==> config.mk <==
export PLATFORM = sky130hd
export DESIGN_NAME = lane_serializer
export DESIGN_NICKNAME = d
export VERILOG_FILES = /design/src/rtl/lane_serializer.sv
export SDC_FILE = /design/constraint.sdc
export NUM_CORES = 1
export LEC_CHECK = 0
export ABC_AREA = 1
export CORE_MARGIN = 5
export CORE_UTILIZATION = 50
export CTS_CLUSTER_SIZE = 14
export DETAILED_ROUTE_END_ITERATION = 8
export GPL_TIMING_DRIVEN = 0
export PLACE_DENSITY = 0.89
export REMOVE_ABC_BUFFERS = 1
export SLEW_MARGIN = 20
export SYNTH_ARGS = -nofsm -noshare
export SYNTH_HDL_FRONTEND = slang
export SYNTH_SLANG_ARGS = --single-unit
export TNS_END_PERCENT = 10
==> constraint.sdc <==
create_clock -name clk -period 2.8 [get_ports clk]
set_input_delay 0.28 -clock clk [delete_from_list [all_inputs] [get_ports clk]]
set_output_delay 0.28 -clock clk [all_outputs]
set_load 0.05 [all_outputs]
==> src/rtl/lane_serializer.sv <==
// Lane serializer: captures a packed word of LANES fields and streams either one
// selected lane or every lane (wrapping from a start lane) over valid/ready.
module lane_serializer #(
    parameter  int LANE_W = 2,
    parameter  int LANES  = 4,
    localparam int IDX_W  = $clog2(LANES)
) (
    input  logic                    clk,
    input  logic                    rst_n,
    input  logic [LANES*LANE_W-1:0] in_data,
    input  logic                    in_valid,
    output logic                    in_ready,
    input  logic                    mode,
    input  logic [IDX_W-1:0]        sel,
    output logic [LANE_W-1:0]       out_data,
    output logic [IDX_W-1:0]        out_idx,
    output logic                    out_valid,
    input  logic                    out_ready,
    output logic                    out_last
);

    typedef enum logic {IDLE, SEND} state_t;

    state_t                  r_state;
    state_t                  w_state_nxt;
    logic [LANES*LANE_W-1:0] r_word;
    logic [IDX_W-1:0]        r_beat;
    logic [IDX_W-1:0]        r_idx;
    logic [LANE_W-1:0]       r_data;
    logic                    r_last;

    logic                    w_accept;
    logic                    w_advance;
    logic [IDX_W-1:0]        w_start;
    logic [IDX_W-1:0]        w_idx_nxt;
    logic [LANE_W-1:0]       w_in_lanes   [LANES];
    logic [LANE_W-1:0]       w_word_lanes [LANES];

    always_comb begin
        for (int unsigned k = 0; k < LANES; k++) begin
            w_in_lanes[k]   = in_data[k*LANE_W +: LANE_W];
            w_word_lanes[k] = r_word[k*LANE_W +: LANE_W];
        end
    end

    assign w_accept  = in_valid && (r_state == IDLE);
    assign w_advance = out_ready && (r_state == SEND);
    assign w_start   = (32'(sel) >= 32'(LANES)) ? '0 : sel;
    assign w_idx_nxt = (r_idx == IDX_W'(LANES - 1)) ? '0 : r_idx + 1'b1;

    always_ff @(posedge clk or negedge rst_n) begin
        if (!rst_n) begin
            r_state <= IDLE;
        end else begin
            r_state <= w_state_nxt;
        end
    end

    always_comb begin
        w_state_nxt = r_state;
        case (r_state)
            IDLE:    if (in_valid) w_state_nxt = SEND;
            SEND:    if (out_ready && r_last) w_state_nxt = IDLE;
            default: w_state_nxt = IDLE;
        endcase
    end

    // Mode is not stored separately: single-lane words simply start with r_last set,
    // and a scan raises r_last when the beat counter reaches LANES-1.
    always_ff @(posedge clk or negedge rst_n) begin
        if (!rst_n) begin
            r_word <= '0;
            r_beat <= '0;
            r_idx  <= '0;
            r_data <= '0;
            r_last <= 1'b0;
        end else if (w_accept) begin
            r_word <= in_data;
            r_beat <= '0;
            r_idx  <= w_start;
            r_data <= w_in_lanes[w_start];
            r_last <= ~mode;
        end else if (w_advance && !r_last) begin
            r_beat <= r_beat + 1'b1;
            r_idx  <= w_idx_nxt;
            r_data <= w_word_lanes[w_idx_nxt];
            r_last <= (r_beat == IDX_W'(LANES - 2));
        end
    end

    assign in_ready  = (r_state == IDLE);
    assign out_valid = (r_state == SEND);
    assign out_data  = r_data;
    assign out_idx   = r_idx;
    assign out_last  = r_last;

endmodule
==> results of run 1 <==
==> cells in the mapped netlist <==
| cell | instances | area (um2) |
|---|---|---|
| buf_2 | 2 | 10.0 |
| inv_1 | 23 | 86.3 |
| nand2_2 | 1 | 6.26 |
| nor2_1 | 2 | 7.51 |
| o22ai_1 | 1 | 6.26 |
| a31oi_1 | 1 | 6.26 |
| o221ai_1 | 1 | 8.76 |
| nor2_4 | 1 | 11.3 |
| o211ai_1 | 2 | 15.0 |
| nand2_1 | 32 | 120 |
| ha_1 | 2 | 25.0 |
| o21ai_0 | 12 | 60.1 |
| dfrtp_1 | 16 | 400 |
| nand3_1 | 13 | 65.1 |
| a21oi_1 | 1 | 5.00 |
| inv_2 | 2 | 7.51 |
==> critical path: stages, from the launching register on <==
cell	delay, ns
dfrtp_1	0.47
inv_1	0.08
clkdlybuf4s50_1	0.80
==> area by class of cell <==
cell class / instances / area share (%)
Inverter: 25 / 8.55
Sequential cell: 16 / 36.5
Multi-Input combinational cell: 69 / 30.7
Timing Repair Buffer: 21 / 19.2
Tap cell: 16 / 1.82
Clock buffer: 4 / 3.31
==> how the worst min path moves through the flow <==
stage                       end  depth (start not counted)  slack, ns
global placement      out_valid                          1       0.47
detailed placement  out_data[0]                          2       0.48
CTS                   r_word[6]                          1       0.43
global route          r_word[3]                          1       0.48
finish                r_word[6]                          1       0.40
floorplan           out_data[0]                          0      -0.02
==> routing by layer <==
| metal | wire length (um) | part of all wire, % | vias to the layer above | track usage (%) |
|---|---|---|---|---|
| met4 | 48 | 2.5 | 0 | 9.87 |
| met3 | 116 | 6.1 | 6 | 3.20 |
| li1 | - | - | 397 | - |
| met2 | 970 | 51 | 27 | 26.0 |
| met1 | 764 | 40 | 355 | 20.0 |
| met5 | 0 | 0 | - | 0 |
==> registers in the layout, summed over array words and instances, names as in the netlist <==
signal / cells
r_word: 8
out_data: 2
out_idx: 2
r_beat: 2
out_last: 1
out_valid: 1
==> power groups by stage <==
stage | registers [W] | logic [W] | clock network (W)
global placement | 0.000402 | 0.000664 | 0
floorplan | 0.000543 | 0.000338 | 0
CTS | 0.000405 | 0.000694 | 0.000155
detailed placement | 0.000411 | 0.000686 | 0
global route | 0.000417 | 0.000771 | 0.000168
finish | 0.000406 | 0.000689 | 0.000155
==> metrics by stage <==
step | cell area (um2) | hold slack (ns) | total power (W) | worst slack, ns
detailed placement | 1060 | 0.476 | 0.00110 | 1.02
floorplan | 831 | -0.0156 | 0.000881 | 1.29
CTS | 1100 | 0.430 | 0.00125 | 0.878
global placement | 1060 | 0.465 | 0.00107 | 1.05
finish | 1100 | 0.397 | 0.00125 | 0.883
global route | 1100 | 0.475 | 0.00136 | 0.833
==> logic make-up after synthesis <==
kind of cell,share of synthesized area (%)
AO/OA/AOI/OAI,12.1
adder cells (fa/ha/maj),2.98
buffers and inverters,12.4
AND/OR/NAND/NOR,25.0
flip-flops,47.6
==> metrics.md, run 1 <==
| Metric | Value |
|---|---|
| Sequential Power Share | 32.5% |
| Routability cong. | 0.857 |
| Setup TNS | 0 ns |
| Port bufs | 21 |
| Crit path launch type | flip-flop |
| DP Wirelength | 1.46 mm |
| # nets final | 153 |
| Share of cells above drive strength 1 | 5.93% |
| Hold/Removal Path Class | input port to asynchronous set/reset pin |
| Clock Root Buffer | clkbuf_4 |
| Final WL | 1.90 mm |
| Worst setup path start | out_valid |
| Die Width | 51.0 um |
| CTS Sinks | 16 |
| CTS tree | yes |
| Final Hold Viols | 0 |
| Via count | 785 |
| Fin util | 70.4% |
| Sequential cell area fraction in the yosys report | 47.6% |
| Final global-route overflow total | 0 |
| Maximum fanout along the worst path | 6 |
| Core area | 0.00156 mm2 |
| Fillers | 126 |
| DIE AREA | 0.00260 mm2 |
| LEAKAGE | 0.554 nW |
| Avg Vias per Cell | 5.20 |
| Tmin final | 1.92 ns |
| Mean Syn Cell Area | 7.51 um2 |
| I/O Pins | 22 |
| Peak supply drop | 0.575 mV |
| Finished Layout Cells | 151 |
| Net load switching power | 0.000586 W |
| Antenna diodes | 0 |
| Synthesized area | 841 um2 |
| GRT Util Overall | 16.2% |
| Area grow syn2layout | 30.5% |
| PwrDens | 1140 mW/mm2 |
| Gates resized, CTS repair | 0 |
| Internal cell power | 0.000664 W |
| Synth warn | 0 |
| # rows | 14 |
| Hold_buf cts | 0 |
| Vias in the first global route | 752 |
| Skew-Pair Late Insertion Delay | 0.29 ns |
| Max Clock Freq | 522 MHz |
| CTS clock-pin slew for the worst setup and hold paths | 0.09 ns |
| Iteration-0 DRC Markers | 15 |
| Gate Count Post-Synth | 112 |
| TritonCTS Buffers | 3 |
| Worst setup EP type | output port |
| Pin count of the biggest net entering global routing | 20 |
| Commonest non-fill, non-tap cell in the layout | nand2_1 |
| Multi-input gate area | 337 um2 |
| R2r startpoint | out_valid |
| End of the critical path | in_ready |
| Initial Util | 53.9% |
| Initial antenna violation count | 0 |
| First-pass GRT wire length | 3.15 mm |
| # Post-CTS Setup Buffers | 0 |
| Final setup vio count | 0 |
| Reg2Reg Depth | 6 |
| Critical path class | flip-flop to output port |
| Worst-Margin Slew | 0.687 ns |
| Worst Path Required | 2.52 ns |
| RSZ-0062 raised after global routing | no |
| Post-synth cell types | 16 |
| Reg area | 400 um2 |
| Worst Skew | 0.000659 ns |
| Clock buffer depth | 2 |
| # DRC | 0 |
| Die Height | 51.0 um |
| Sw frac | 46.9% |
| Combinational share of power | 55.1% |
| Reg2Reg Setup Slack | 1.34 ns |
| Final worst-path cycle share | 68.5% |
| DR WL/cell | 12.6 um |
| Final Slew Violations | 0 |
| Outcome | finished, final reports clean |
| Worst slew margin | 54.1% |
| RR Endpoint | out_idx[1] |
| Synth Register Bits | 16 |
| Crit path DAT | 1.64 ns |
| H-tree lvl count | 1 |
| Clock power share | 12.4% |
| Placed insts | 147 |
| Max_cap viols | 0 |
| DRT antenna net count | 0 |
| Commonest cells after routing, fill and taps aside | nand2_1, inv_1, clkdlybuf4s50_1 |
| Pre-antenna DRT Iters | 4 |
Note: power is estimated with default switching activity, not from simulation.
==> run 2: changes to the inputs <==
- CORE_UTILIZATION: 50 -> 42
- PLACE_DENSITY: 0.89 -> 0.8
- clock period: 2.8 -> 1.6 ns (I/O delays scaled with it)
==> run 2 against run 1 <==
Against the previous run: clock skew rose by 0.0033 ns; largest cell class unchanged; critical endpoint unchanged; total power rose by 71%; critical path depth did not move.
==> metrics.md, run 2 (synthesized netlist as in run 1, its figures left out) <==
| Metric | Value |
|---|---|
| Peak supply drop | 1.06 mV (+85%) |
| Outcome | finished, final reports clean |
| CTS clock-pin slew for the worst setup and hold paths | 0.10 ns (about the same) |
| Vias in the first global route | 710 (-5.6%) |
| Crit-path slowest cell | dlygate4sd2_1 |
| Largest register FFs | 8 (unchanged) |
| Initial Util | 43.3% (-11 points) |
| Max Clock Freq | 654 MHz |
| Clock Root Buffer | clkbuf_4 |
| Worst-Margin Slew | 0.721 ns (+0.0343 ns) |
| TritonCTS Buffers | 3 (unchanged) |
| Clock buffer depth | 2 (unchanged) |
| Die Height | 54.7 um (+7.3%) |
| Iteration-0 DRC Markers | 19 (+4) |
| Worst Path Required | 1.44 ns (-1.08 ns) |
| DR WL/cell | 11.8 um (-6.3%) |
| Pin count of the biggest net entering global routing | 20 (unchanged) |
| Critical path cell sequence | inv_1, dlygate4sd2_1 |
| GRT Util Overall | 14.7% (-1.5 points) |
| Final WL | 1.91 mm (+0.47%) |
| CP Buf/Inv Count | 2 (unchanged) |
| Routability cong. | 0.853 (-0.42%) |
| DP Wirelength | 1.37 mm (-6.5%) |
| Core area | 0.00194 mm2 (+25%) |
| Commonest cells after routing, fill and taps aside | nand2_1, inv_1, dfrtp_1 |
| I/O Pins | 22 (unchanged) |
| # rows | 16 (+2) |
| Via count | 789 (+0.51%) |
| Final worst slack | 0.0701 ns (-0.813 ns) |
| Antenna diodes | 0 (unchanged) |
| # DRC | 0 (unchanged) |
| Area grow syn2layout | 31.1% |
| Final Hold Viols | 0 (unchanged) |
| DIE AREA | 0.00300 mm2 (+15%) |
| Worst setup EP type | output port |
| Place WS | -0.0513 ns (-1.07 ns) |
| RSZ-0062 raised after global routing | no |
| Tmin final | 1.53 ns |
| Worst Skew | 0.00397 ns (+0.00331 ns) |
| # nets final | 153 (unchanged) |
| Skew-Pair Late Insertion Delay | 0.30 ns (about the same) |
| Share of cells above drive strength 1 | 5.93% (unchanged) |
| Worst slew margin | 51.8% (-2.3 points) |
| H-tree lvl count | 1 (unchanged) |
| R2r startpoint | out_valid |
| Final Slew Violations | 0 (unchanged) |
| Crit path DAT | 1.37 ns (-0.27 ns) |
| Final setup vio count | 0 (unchanged) |
| Biggest register | r_word |
| Max_cap viols | 0 (unchanged) |
| Hold/Removal Path Class | input port to asynchronous set/reset pin |
| CTS tree | yes |
| Crit path launch type | flip-flop |
| PwrDens | 1940 mW/mm2 (+70%) |
| First-pass GRT wire length | 3.06 mm (-3.1%) |
| CP max stage delay | 0.53 ns (-0.27 ns) |
| DRT antenna net count | 0 (unchanged) |
| Pre-antenna DRT Iters | 4 (unchanged) |
| Avg Vias per Cell | 4.87 (-6.3%) |
| Critical path class | flip-flop to output port |
| Hold_buf cts | 0 (unchanged) |
| Design area | 0.00110 mm2 (+0.46%) |
| Post-DP Area | 0.00107 mm2 (+1.3%) |
| Initial antenna violation count | 0 (unchanged) |
| Reg2Reg Depth | 6 (unchanged) |
| LEAKAGE | 0.569 nW (+2.6%) |
| Maximum fanout along the worst path | 6 (unchanged) |
| Final worst-path cycle share | 95.6% |
| Die Width | 54.7 um (+7.3%) |
| Commonest non-fill, non-tap cell in the layout | nand2_1 |
| Fillers | 193 (+53%) |
| RR Endpoint | out_idx[1] |
| Final global-route overflow total | 0 (unchanged) |
| Reg2Reg Setup Slack | 0.14 ns (-1.20 ns) |
| Port bufs | 21 (unchanged) |
| CTS Sinks | 16 (unchanged) |
| Top Family by Delay on Critical Path | buffers and inverters |
==> run 2: worst max path at each step <==
| stage | startpoint | to | slack [ns] | cells after the start |
|---|---|---|---|---|
| after floorplan | out_valid | out_idx[1] | 0.09 | 6 |
| after global placement | in_valid | out_idx[1] | -0.03 | 8 |
| after detailed placement | in_valid | out_idx[1] | -0.05 | 8 |
| after CTS | out_valid | in_ready | 0.07 | 2 |
| after global routing | out_valid | out_idx[1] | 0.02 | 6 |
| final | out_valid | in_ready | 0.07 | 2 |
==> run 2: cell type report <==
cell class | count | area (um2) | share of cell area (%)
sequential | 16 | 400 | 36.3
multi-input combinational | 69 | 337 | 30.5
timing repair buffer | 21 | 201 | 18.3
inverter | 25 | 93.8 | 8.51
clock buffer | 4 | 36.3 | 3.29
tap | 27 | 33.8 | 3.06
==> run 2: routing by layer <==
metal  vias to the layer above  global-route usage, %  part of all wire [%]
met2                        25                   23.8                    51
li1                        398                      -                     -
met3                         7                   1.91                   4.1
met1                       359                   17.8                    42
met4                         0                   9.96                   3.1
met5                         -                      0                     0
==> run 2: what timing repair did <==
item | CTS | global route
buffers inserted | 0 | 0
pin swaps | 0 | 1
setup endpoints to repair | 7 | 1
resized for setup | 7 | 0
==> run 2: report_power, final <==
group,switching [W],total [W],leakage [nW],internal (W)
combinational,0.000788,0.00115,0.354,0.000360
clock,0.000142,0.000281,0.0210,0.000139
sequential,0.000102,0.000705,0.194,0.000603
total,0.00103,0.00213,0.569,0.00110
==> run 2: metrics by stage <==
stage | utilization, % | hold slack [ns] | TNS [ns] | instances | total power (W)
after global placement | 55.3 | 0.469 | -0.0320 | 158 | 0.00188
after floorplan | - | -0.136 | 0 | 110 | 0.00154
after CTS | 56.8 | 0.315 | 0 | 162 | 0.00214
after global routing | 56.8 | 0.338 | 0 | 162 | 0.00229
after detailed placement | 55.3 | 0.479 | -0.0779 | 158 | 0.00190
final | 56.8 | 0.281 | 0 | 162 | 0.00213
